[src/rtl/buffer_wr_arbiter.sv]
`default_nettype none
// ============================================================================
// Module   : buffer_wr_arbiter
// Brief    : Round-robin burst arbiter for the bootloader buffer write port.
// Revision : 1.0 - initial release
// ============================================================================
module buffer_wr_arbiter #(
  parameter int WORD_WIDTH = 8,
  parameter int MAX_BURST  = 64,
  parameter int TIMEOUT    = 255
) (
  input  logic                  clk_i,
  input  logic                  reset_i,
  input  logic                  en_i,
  input  logic                  req0_valid_i,
  input  logic [WORD_WIDTH-1:0] req0_data_i,
  input  logic                  req0_last_i,
  output logic                  req0_ready_o,
  input  logic                  req1_valid_i,
  input  logic [WORD_WIDTH-1:0] req1_data_i,
  input  logic                  req1_last_i,
  output logic                  req1_ready_o,
  output logic                  buf_valid_o,
  output logic [WORD_WIDTH-1:0] buf_data_o,
  input  logic                  buf_ready_i,
  output logic [1:0]            grant_o,
  output logic                  busy_o
);

  localparam int c_CNT_W  = $clog2(MAX_BURST + 1);
  localparam int c_IDLE_W = (TIMEOUT > 0) ? $clog2(TIMEOUT + 1) : 1;
  localparam logic [c_CNT_W-1:0]  c_CNT_ONE    = c_CNT_W'(1);
  localparam logic [c_IDLE_W-1:0] c_IDLE_ONE   = c_IDLE_W'(1);
  localparam logic [c_CNT_W-1:0]  c_BURST_LAST = c_CNT_W'(MAX_BURST - 1);
  localparam logic [c_IDLE_W-1:0] c_TO_LAST    = (TIMEOUT > 0) ? c_IDLE_W'(TIMEOUT - 1) : '0;

  typedef enum logic [0:0] {
    S_IDLE  = 1'b0,
    S_GRANT = 1'b1
  } state_t;

  state_t              r_state;
  logic                r_sel;
  logic                r_prio;
  logic [1:0]          r_grant;
  logic                r_busy;
  logic [c_CNT_W-1:0]  r_burst_cnt;
  logic [c_IDLE_W-1:0] r_idle_cnt;

  logic                  w_active;
  logic                  w_valid;
  logic                  w_last;
  logic [WORD_WIDTH-1:0] w_data;
  logic                  w_xfer;
  logic                  w_pick;
  logic                  w_timeout;
  logic                  w_release;

  // Gating with reset_i keeps the stream quiet during the reset cycle itself,
  // so no word is accepted from a burst that is about to be abandoned.
  assign w_active = (r_state == S_GRANT) && !reset_i;
  assign w_valid  = r_sel ? req1_valid_i : req0_valid_i;
  assign w_last   = r_sel ? req1_last_i  : req0_last_i;
  assign w_data   = r_sel ? req1_data_i  : req0_data_i;

  assign buf_valid_o  = w_active & en_i & w_valid;
  assign buf_data_o   = w_active ? w_data : '0;
  assign req0_ready_o = w_active & ~r_sel & en_i & buf_ready_i;
  assign req1_ready_o = w_active &  r_sel & en_i & buf_ready_i;
  assign w_xfer       = buf_valid_o & buf_ready_i;

  // 1 selects req1: the priority requester wins, otherwise whoever is valid.
  assign w_pick = r_prio ? req1_valid_i : ~req0_valid_i;

  assign w_timeout = (TIMEOUT != 0) && en_i && !w_valid && (r_idle_cnt == c_TO_LAST);
  assign w_release = (w_xfer && (w_last || (r_burst_cnt == c_BURST_LAST))) || w_timeout;

  assign grant_o = r_grant;
  assign busy_o  = r_busy;

  always_ff @(posedge clk_i) begin
    if (reset_i) begin
      r_state     <= S_IDLE;
      r_sel       <= 1'b0;
      r_prio      <= 1'b0;
      r_grant     <= 2'b00;
      r_busy      <= 1'b0;
      r_burst_cnt <= '0;
      r_idle_cnt  <= '0;
    end else if (en_i) begin
      if (r_state == S_IDLE) begin
        if (req0_valid_i || req1_valid_i) begin
          r_state <= S_GRANT;
          r_sel   <= w_pick;
          r_grant <= w_pick ? 2'b10 : 2'b01;
          r_busy  <= 1'b1;
        end
      end else if (w_release) begin
        r_state     <= S_IDLE;
        r_grant     <= 2'b00;
        r_busy      <= 1'b0;
        r_prio      <= ~r_sel;
        r_burst_cnt <= '0;
        r_idle_cnt  <= '0;
      end else begin
        if (w_xfer) begin
          r_burst_cnt <= r_burst_cnt + c_CNT_ONE;
        end
        // A stalled-but-valid producer is not idle, even with the buffer full.
        if (w_valid) begin
          r_idle_cnt <= '0;
        end else begin
          r_idle_cnt <= r_idle_cnt + c_IDLE_ONE;
        end
      end
    end
  end

endmodule
`default_nettype wire

[config.mk]
export PLATFORM = sky130hd
export DESIGN_NAME = buffer_wr_arbiter
export DESIGN_NICKNAME = d
export VERILOG_FILES = /design/src/rtl/buffer_wr_arbiter.sv
export SDC_FILE = /design/constraint.sdc
export NUM_CORES = 1
export LEC_CHECK = 0
export ABC_CLOCK_PERIOD_IN_PS = 5000
export BUFFER_PORTS_ARGS = -buffer_cell sky130_fd_sc_hd__clkbuf_2
export CORE_MARGIN = 4
export CORE_UTILIZATION = 50
export DETAILED_ROUTE_END_ITERATION = 8
export PLACE_DENSITY = 0.78
export SYNTH_ARGS = -nofsm -noshare
export SYNTH_HDL_FRONTEND = slang
export SYNTH_SLANG_ARGS = --single-unit
[constraint.sdc]
create_clock -name clk_i -period 5 [get_ports clk_i]
set_input_delay 0 -clock clk_i [delete_from_list [all_inputs] [get_ports clk_i]]
set_output_delay 0 -clock clk_i [all_outputs]
set_load 0.05 [all_outputs]
==> impl_results.md <==
* Power share of the combinational group at 18.7%
* Critical R2R Launch: r_sel
* Height of the die at 58.8 um
* Power, Total at 0.000324 W
* Reg2reg setup slack at 2830 ps
* Critical-path cell list: mux2i_4 -> nand3_2 -> a22oi_4 -> mux2_4
* Worst-path fanout max at 15
* Outcome: finished, final reports clean
* Clock Sink Count at 21
* Number of flops mapped to enable cells by yosys at 0
* Post-CTS sizing at 0
* TNS Setup at 0 ps
* Post-Route WL at 2890 um
* CP startpoint: r_sel
* Crit path capture type: register
* Ports at 38
* Vias/cell at 5.60
* HP Class: input port to register
* DR DRC count at 0
* Fillcell total at 220
* Ys Warns at 0
* Area growth, synth to finish at 16.5%
* Clk pwr share at 27.1%
* Setup Skew at 2.31 ps
* Post-synth ARST share at 0%
* CTS H-tree lvls at 1
* Switch Pwr at 0.000101 W
* Slowest cell on the critical path: dfxtp_1
* P_int at 0.000223 W
* Worst Tran Pin Value at 769 ps
* # Max-Cap Violations at 0
* Worst-case clock buffer depth at 2
* Row count at 18
* Chip Width at 58.8 um
* Post-synthesis average cell area at 8.55 um2
* Slew Limit Fails at 0
* Share of layout cells above drive strength 1 at 25.9%
* Vias at 1,205
* Sequential share of power at 54.2%
* Post-CTS Setup Repair Bufs at 0
* Min-delay src: en_i
* Final Cycle Share at 43.4%
* Post-detailed-route count of antenna-violating nets at 0
* DPL Wire Length at 2250 um
* Grt ovf at 0
* Initial DRC Count at 38
* Delay-heaviest family, CP: flip-flops
* Seq cells post-synth at 21
* Total Routing Usage GR at 18.2%
* Net Count, Synth at 178
* Synth Flop Type: dfxtp_1
* Leakage at 0.591 nW
* Vias in the first global route at 1,111
* Initial antenna violation count at 0
* Crit start category: register
* Final #Nets at 213
* Clock latency on the worst-skew pair at 310 ps
* Worst Setup Path Type: register to register
* CP Buf/Inv Count at 0
* Wire length of the first global-routing pass at 4950 um
* Largest net degree at the start of global routing at 27
* Worst IR Drop VDD at 0.183 mV
* Critical Path AT at 2390 ps
* Post-synthesis mux area share at 11.0%
* Sw Ratio at 31.2%
* Core box area at 2480 um2
* Routed wire per std cell at 13.4 um
* Distinct cell type count after synthesis at 39
* Post-synthesis simple-gate area fraction at 32.9%
* Netlist Area Pre-Place at 1290 um2
* Cell count after synthesis at 151
* Clock transition at path regs at 130 ps
* Final-report hold violation count at 0
* Crit path largest cell delay at 840 ps
* Compound-cell area share of the yosys netlist at 12.3%
* # port buffers at 37
* TritonCTS clock tree: done
* Worst EP required at 5220 ps
* Pwr dens at 215 nW/um2
* Sequential area share after synthesis at 32.6%
* Adder-cell share of the synthesized area at 2.91%
* Main combinational cell family by area after synthesis: simple AND/OR/NAND/NOR gates
* Rel. slew slack at 48.7%
* Post-synthesis xor/xnor area fraction at 3.39%
* Max Freq at 0.461 GHz
* Tmin final at 2170 ps
* Hold buffer count at CTS at 0
* DRT Pass-1 Iters at 4
* Gpl congestion at 0.830
* Num CTS Buffers at 3
* Initial Util at 52.1%
* N_diodes at 0
* Setup-failing EPs final at 0
* RSZ-0062 raised after global routing: no
* Die Area at 3460 um2
* Root Driver: clkbuf_4
-- worst min-delay path: stages --
cell and delay [ps]:
clkbuf_2 130, nand4b_1 180, a21oi_1 80
-- routing by layer --
metal	vias to the layer above	share of wire, %	track usage, %	wire, um
li1	615	-	-	-
met1	560	45	24.6	1310
met2	26	49	28.4	1420
met3	4	3.8	3.73	111
met4	0	1.5	6.80	42
met5	-	0	0	0
-- cell usage after synthesis, types with 4 or more instances --
master	number	area, um2
inv_1	6	22.5
nand4b_1	4	35.0
xnor2_1	4	35.0
nand2_1	5	18.8
nor2b_1	4	25.0
dfxtp_1	21	420
nand2b_1	5	31.3
nand3_1	13	65.1
nor3_1	6	30.0
mux2i_1	9	90.1
nand4_1	5	31.3
a21oi_1	5	25.0
nor2_1	21	78.8
-- sequential cells by signal, summed over array words and instances, names as in the netlist --
name / flops
r_prio: 1
r_idle_cnt: 8
r_sel: 1
busy_o: 1
grant_o: 2
r_state: 1
r_burst_cnt: 7
-- final timing paths --
path                                        to  cells after the start
worst max-delay path                    r_prio                      4
worst min-delay path                     r_sel                      3
worst max register to register          r_prio                      4
worst min register to register  r_burst_cnt[6]                      1
-- layout by cell type (no fill, tap or decap), drive strengths merged, types with 2 or more instances in the layout --
| cell type | instances |
|---|---|
| mux2i | 10 |
| xnor2 | 4 |
| nor2b | 4 |
| and4 | 2 |
| nor2 | 21 |
| nand3 | 14 |
| a32oi | 3 |
| nand2b | 5 |
| nor3 | 6 |
| a21oi | 5 |
| nand4b | 4 |
| and3 | 2 |
| dfxtp | 21 |
| o31ai | 2 |
| clkbuf | 40 |
| a21o | 2 |
| inv | 6 |
| nand4 | 6 |
| nand2 | 5 |
| nand3b | 3 |
| o22ai | 3 |
| mux2 | 2 |
| ha | 3 |
| o21a | 2 |
-- per-stage QoR --
step           instance area, um2  setup WS [ps]  hold slack, ps  std cells  utilization [%]
2_1_floorplan                1290           3290             192        151                -
3_3_place_gp                 1470           2900             435        211             59.5
3_5_place_dp                 1470           2850             437        211             59.5
4_1_cts                      1500           2830            95.9        215             60.7
5_1_grt                      1500           2700             103        215             60.7
6_report                     1500           2830             115        215             60.7
-- final cells by class --
type	instances	area, um2	area share [%]
timing repair buffer	37	185	12.3
tap	30	37.5	2.50
multi-input combinational	117	808	53.7
sequential	21	420	28.0
clock inverter	1	7.51	0.499
clock buffer	3	22.5	1.50
inverter	6	22.5	1.50
-- power groups by stage --
stage / clock network, W / registers [W] / logic, W
6_report: 0.0000878 / 0.000176 / 0.0000605
5_1_grt: 0.000102 / 0.000177 / 0.0000651
4_1_cts: 0.0000899 / 0.000176 / 0.0000606
3_5_place_dp: 0 / 0.000179 / 0.0000606
3_3_place_gp: 0 / 0.000179 / 0.0000592
2_1_floorplan: 0 / 0.000184 / 0.0000375
-- cell families after synthesis --
group	Yosys count
AO/OA/AOI/OAI	21
adder cells (fa/ha/maj)	3
AND/OR/NAND/NOR	76
XOR/XNOR	5
buffers and inverters	13
flip-flops	21
multiplexers	12
Power figures use the tool's default switching activity.
